## src/rtl/axi_wr_sched.sv

```systemverilog
// axi_wr_sched: round-robin scheduler of NUM_REQ link-header producers onto one single-beat AXI write path.
// Optional macro WR_RESP_CHK_EN adds B-channel error counting (err_cnt, err_flag).
module axi_wr_sched #(
    parameter int unsigned NUM_REQ    = 4,
    parameter int unsigned DATA_W     = 64,
    parameter int unsigned RING_SLOTS = 16
) (
    input  logic                          clk,
    input  logic                          rst,
    input  logic [31:0]                   base_addr,
    input  logic [NUM_REQ-1:0]            req_valid,
    input  logic [NUM_REQ*DATA_W-1:0]     req_data,
    output logic [NUM_REQ-1:0]            req_ready,
    output logic                          AWVALID,
    input  logic                          AWREADY,
    output logic [31:0]                   AWADDR,
    output logic [3:0]                    AWID,
    output logic                          WVALID,
    input  logic                          WREADY,
    output logic [DATA_W-1:0]             WDATA,
    output logic [DATA_W/8-1:0]           WSTRB,
    output logic                          WLAST,
    output logic [3:0]                    WID,
    input  logic                          BVALID,
    output logic                          BREADY,
    input  logic [1:0]                    BRESP,
    input  logic [3:0]                    BID,
    output logic [$clog2(RING_SLOTS)-1:0] slot_ptr,
    output logic                          busy
`ifdef WR_RESP_CHK_EN
    ,
    output logic [15:0]                   err_cnt,
    output logic                          err_flag
`endif
);

    localparam int unsigned IDX_W  = 4;
    localparam int unsigned SUM_W  = IDX_W + 1;
    localparam int unsigned SLOT_W = $clog2(RING_SLOTS);

    typedef enum logic [1:0] {ST_IDLE, ST_XFER, ST_RESP} state_t;

    state_t              r_state;
    logic [IDX_W-1:0]    r_rr_ptr;
    logic [IDX_W-1:0]    r_awid;
    logic [31:0]         r_awaddr;
    logic [DATA_W-1:0]   r_wdata;
    logic                r_awvalid;
    logic                r_wvalid;
    logic                r_bready;
    logic                r_busy;
    logic [SLOT_W-1:0]   r_slot_ptr;

    logic                w_found;
    logic [IDX_W-1:0]    w_winner;
    logic [SUM_W-1:0]    w_scan_idx;
    logic [DATA_W-1:0]   w_word;
    logic [IDX_W-1:0]    w_next_rr;
    logic                w_aw_done;
    logic                w_w_done;
    logic [31:0]         w_slot_off;

    // Round-robin scan: lowest offset from r_rr_ptr wins, so walk offsets high to low.
    always_comb begin
        w_found    = 1'b0;
        w_winner   = '0;
        w_scan_idx = '0;
        for (int k = NUM_REQ - 1; k >= 0; k--) begin
            w_scan_idx = SUM_W'(r_rr_ptr) + SUM_W'(k);
            if (w_scan_idx >= SUM_W'(NUM_REQ)) begin
                w_scan_idx = w_scan_idx - SUM_W'(NUM_REQ);
            end
            for (int i = 0; i < NUM_REQ; i++) begin
                if (req_valid[i] && (w_scan_idx == SUM_W'(i))) begin
                    w_found  = 1'b1;
                    w_winner = IDX_W'(i);
                end
            end
        end
    end

    always_comb begin
        req_ready = '0;
        w_word    = '0;
        for (int i = 0; i < NUM_REQ; i++) begin
            if (w_winner == IDX_W'(i)) begin
                w_word = req_data[i*DATA_W +: DATA_W];
                if ((r_state == ST_IDLE) && w_found) begin
                    req_ready[i] = 1'b1;
                end
            end
        end
    end

    assign w_next_rr  = (w_winner == IDX_W'(NUM_REQ - 1)) ? '0 : w_winner + IDX_W'(1);
    assign w_aw_done  = !r_awvalid || AWREADY;
    assign w_w_done   = !r_wvalid || WREADY;
    assign w_slot_off = 32'({r_slot_ptr, 3'b000});

`ifdef WR_RESP_CHK_EN
    logic [15:0] r_err_cnt;
    logic        r_err_flag;
    logic        w_b_err;
    assign w_b_err  = (BRESP != 2'b00) || (BID != r_awid);
    assign err_cnt  = r_err_cnt;
    assign err_flag = r_err_flag;
`else
    logic w_unused_b;
    assign w_unused_b = ^{BRESP, BID};
`endif

    always_ff @(posedge clk) begin
        if (rst) begin
            r_state    <= ST_IDLE;
            r_rr_ptr   <= '0;
            r_awid     <= '0;
            r_awaddr   <= '0;
            r_wdata    <= '0;
            r_awvalid  <= 1'b0;
            r_wvalid   <= 1'b0;
            r_bready   <= 1'b0;
            r_busy     <= 1'b0;
            r_slot_ptr <= '0;
`ifdef WR_RESP_CHK_EN
            r_err_cnt  <= '0;
            r_err_flag <= 1'b0;
`endif
        end else begin
            case (r_state)
                ST_IDLE: begin
                    if (w_found) begin
                        r_wdata   <= w_word;
                        r_awid    <= w_winner;
                        r_awaddr  <= base_addr + w_slot_off;
                        r_rr_ptr  <= w_next_rr;
                        r_awvalid <= 1'b1;
                        r_wvalid  <= 1'b1;
                        r_busy    <= 1'b1;
                        r_state   <= ST_XFER;
                    end
                end
                ST_XFER: begin
                    if (r_awvalid && AWREADY) r_awvalid <= 1'b0;
                    if (r_wvalid && WREADY)   r_wvalid  <= 1'b0;
                    if (w_aw_done && w_w_done) begin
                        r_bready <= 1'b1;
                        r_state  <= ST_RESP;
                    end
                end
                ST_RESP: begin
                    if (BVALID) begin
                        r_bready   <= 1'b0;
                        r_slot_ptr <= r_slot_ptr + SLOT_W'(1);
                        r_busy     <= 1'b0;
                        r_state    <= ST_IDLE;
`ifdef WR_RESP_CHK_EN
                        if (w_b_err) begin
                            r_err_flag <= 1'b1;
                            if (r_err_cnt != 16'hFFFF) r_err_cnt <= r_err_cnt + 16'd1;
                        end
`endif
                    end
                end
                default: r_state <= ST_IDLE;
            endcase
        end
    end

    assign AWVALID  = r_awvalid;
    assign AWADDR   = r_awaddr;
    assign AWID     = r_awid;
    assign WVALID   = r_wvalid;
    assign WDATA    = r_wdata;
    assign WSTRB    = '1;
    assign WLAST    = 1'b1;
    assign WID      = r_awid;
    assign BREADY   = r_bready;
    assign slot_ptr = r_slot_ptr;
    assign busy     = r_busy;

endmodule

```

## config.mk

```make
export PLATFORM = sky130hd
export DESIGN_NAME = axi_wr_sched
export DESIGN_NICKNAME = d
export VERILOG_FILES = /design/src/rtl/axi_wr_sched.sv
export SDC_FILE = /design/constraint.sdc
export NUM_CORES = 1
export LEC_CHECK = 0
export ABC_CLOCK_PERIOD_IN_PS = 3400
export CORE_AREA = 2 2 164 166
export CTS_CLUSTER_DIAMETER = 200
export DETAILED_ROUTE_END_ITERATION = 7
export DIE_AREA = 0 0 166 168
export HOLD_SLACK_MARGIN = 0.03
export PLACE_DENSITY_LB_ADDON = 0.08
export SYNTH_ARGS = -nofsm -noshare
export SYNTH_HDL_FRONTEND = slang
export SYNTH_SLANG_ARGS = --single-unit
```

## constraint.sdc

```tcl
create_clock -name clk -period 3.4 [get_ports clk]
set_input_delay 0.68 -clock clk [delete_from_list [all_inputs] [get_ports clk]]
set_output_delay 0.68 -clock clk [all_outputs]
set_load 0.02 [all_outputs]
```

==> metrics.yaml <==
ys_seq_area_share_pct: 31.9
multi_input_area_um2: 4290
overflow: 0
ios: 428
io_buffers: 408
setup_viol_count_final: 0
cts_buffers: 9
cp_top_family: "buffers and inverters"
max_freq_mhz: 309
place_congestion: 0.838
cts_hold_buf: 0
drv_slew: 0
grt_pass1_vias: 7553
cp-start-kind: "input pin"
postSynthAreaPerCell_um2: 7.70
leakage_nw: 4.19
ctsLongestPathBuffers: 2
synth_edf_count: 0
tritoncts: "done"
finalClockSkew_ns: 0.0152
cp-end-kind: "output pin"
cp_slowest_cell: "clkdlybuf4s50_1"
via_count: 7934
finalSetupTns_ns: 0
pwr-share-clk_pct: 20.5
max_slew_margin_pct: 48.7
wirelength_um: 30200
swShare_pct: 38.4
ys.flop_type: "dfxtp_1"
fin_nets: 1567
tightestPinTransition_ns: 0.770
avgViaCountPerCell: 4.95
ys_seq_elements: 110
synthToLayoutAreaGrowth_pct: 69.6
core_region_area_um2: 26400
worst_path_most_repeated_cell: "buf_4"
drcViolationCount: 0
combPwrFrac_pct: 50.0
path_class: "input pin to output pin"
cell_internal_pwr_mw: 3.45
htreeDepth: 3
antenna_left: 0
clk_latency_ns: 0.36
hpwl_um: 22200
synth-warning-count: 0
timing.hold.ws_ns: 0.457
syn_area_um2: 6900
drive_gt1_share_pct: 5.64
rsz0062_at_grt: "false"
peakVddDrop_v: 0.000247
yosys.area.top_type: "dfxtp_1"
wl_per_cell_um: 18.8
cp_slowest_stage_delay_ns: 0.54
synth_top_area_share_pct: 31.9
antenna_found_initial: 3
final_common_cell: "clkdlybuf4s50_1"
grt_max_degree: 80
pwr_density_cell_nw_per_um2: 479
cts.clk_slew.worst_paths_ns: 0.07
ys_top_cells_by_area: "dfxtp_1 (32%), nor2b_1 (12%), nor3_1 (9.6%)"
crit_arrival_ns: 2.56
synthCells: 895
fp.dieH_um: 168
rows: 60
layout.area.seq_um2: 2200
max_cap_violations: 0
drt_iter0_markers: 387
die_area_um2: 27900
netSwitchingPower_mw: 2.15
total_power_mw: 5.60
die_w_um: 166
status: "finished clean"
hold_class: "flop to flop"
p_seq_share_pct: 29.5
path_cells: "clkdlybuf4s50_1 > a21boi_0 > o22ai_1 > a21oi_1 > buf_4 > ha_4 > buf_12 > and2_1 > buf_4"
cts-root-buf: "clkbuf_16"
synth.distinct_cells: 52
final.fill_count: 2721
final.min_clock_period_ns: 3.24
crit_path_max_fanout: 34
required_ns: 2.72
dr.pass1.iters: 4
grt_use_total_pct: 20.8
start_util_pct: 26.2
async_flop_share_pct: 0
cts_sinks: 110
finalHoldViolations: 0
cp_num_buf_inv: 4
final_cell_mix: "clkdlybuf4s50_1 (403), nor3_1 (131), nor2b_1 (128)"
finalCritPeriodShare_pct: 95.3
grt_pass1_wl_um: 45500
## cell usage after synthesis (4+ instances only)
| cell type | count |
|---|---|
| nand2_1 | 31 |
| nor2b_1 | 128 |
| xnor2_1 | 17 |
| o21ai_0 | 7 |
| nand4_1 | 7 |
| a21oi_1 | 22 |
| dfxtp_1 | 110 |
| clkbuf_1 | 64 |
| ha_1 | 9 |
| xor2_1 | 7 |
| nand2b_1 | 4 |
| buf_2 | 8 |
| a211oi_1 | 82 |
| or3_1 | 4 |
| a221oi_1 | 65 |
| a211oi_2 | 4 |
| buf_1 | 13 |
| nand3_1 | 10 |
| inv_1 | 13 |
| nor2_1 | 96 |
| nor3_1 | 132 |
| and2_1 | 4 |
| buf_4 | 15 |
## path summary, 6_finish.rpt
path | startpoint | endpoint | slack (ns) | cells past startpoint
worst min-delay path | busy$_SDFFE_PP0P_ | busy$_SDFFE_PP0P_ | 0.46 | 2
worst min register to register | busy$_SDFFE_PP0P_ | busy$_SDFFE_PP0P_ | 0.46 | 2
worst max-delay path | req_valid[1] | req_ready[1] | 0.16 | 9
worst max register to register | r_rr_ptr[1]$_SDFFE_PP0P_ | WDATA[37]$_SDFFE_PP0P_ | 0.81 | 12
## area by class of cell
| cell class | count | share of cell area [%] |
|---|---|---|
| clock inverters | 6 | 0.706 |
| well taps | 341 | 3.65 |
| clock buffers | 10 | 1.96 |
| flip-flops and latches | 110 | 18.8 |
| inverters | 13 | 0.417 |
| repair buffers | 438 | 37.7 |
| diodes | 3 | 0.0642 |
| multi-input cells | 682 | 36.7 |
## power groups by stage
| stage | clock network [mW] | registers [mW] | logic, mW |
|---|---|---|---|
| 2_1_floorplan | 0 | 1.94 | 1.25 |
| 3_3_place_gp | 0 | 1.68 | 2.82 |
| 3_5_place_dp | 0 | 1.68 | 2.83 |
| 4_1_cts | 1.20 | 1.66 | 2.84 |
| 5_1_grt | 1.24 | 1.69 | 3.06 |
| 6_report | 1.15 | 1.66 | 2.80 |
## routing by layer
metal  global-route usage [%]  wire (um)  share of wire, %  up-vias
li1                         -          -                 -     3937
met1                     24.5      12400                41     3721
met2                     37.3      15300                51      261
met3                     5.57       2080               6.9       15
met4                     5.37        390               1.3        0
met5                        0          0                 0        -
## cell families (layout without fill, tap and decap cells)
group / after synthesis / count (layout) / share of synthesized area, %
AND/OR/NAND/NOR: 437 / 437 / 33.7
adder cells (fa/ha/maj): 10 / 10 / 1.92
buffers and inverters: 114 / 467 / 7.28
XOR/XNOR: 24 / 24 / 3.05
AO/OA/AOI/OAI: 197 / 197 / 21.9
flip-flops: 110 / 110 / 31.9
multiplexers: 1 / 1 / 0.145
other: 2 / 16 / 0.109
## state kept, by name, summed over array words and instances, names as in the netlist
| register | count |
|---|---|
| WDATA | 64 |
| busy | 1 |
| slot_ptr | 4 |
| AWID | 2 |
| r_rr_ptr | 2 |
| AWVALID | 1 |
| WVALID | 1 |
| AWADDR | 32 |
| r_state | 2 |
| BREADY | 1 |
## metrics by stage
step                area (um2)  instances  util (%)  setup WS, ns
floorplan                 6940        906         -         0.413
global placement         11400       1582      43.1        0.0771
detailed placement       11400       1582      43.1       0.00653
CTS                      11700       1598      44.3        0.0124
global route             11700       1602      44.4        0.0122
finish                   11700       1603      44.4         0.159
## timing repair
action | in CTS | in global routing
setup buffers | 0 | 2
endpoints found under the setup margin | 0 | 1
hold endpoints to repair | 0 | 0
resized for setup | 0 | 0
## tightest hold or removal path: stages (launching register included)
cell and delay, ns:
dfxtp_1 0.31, nand2_1 0.05, a21oi_1 0.05
No activity file was read; power rests on OpenSTA's default activity.
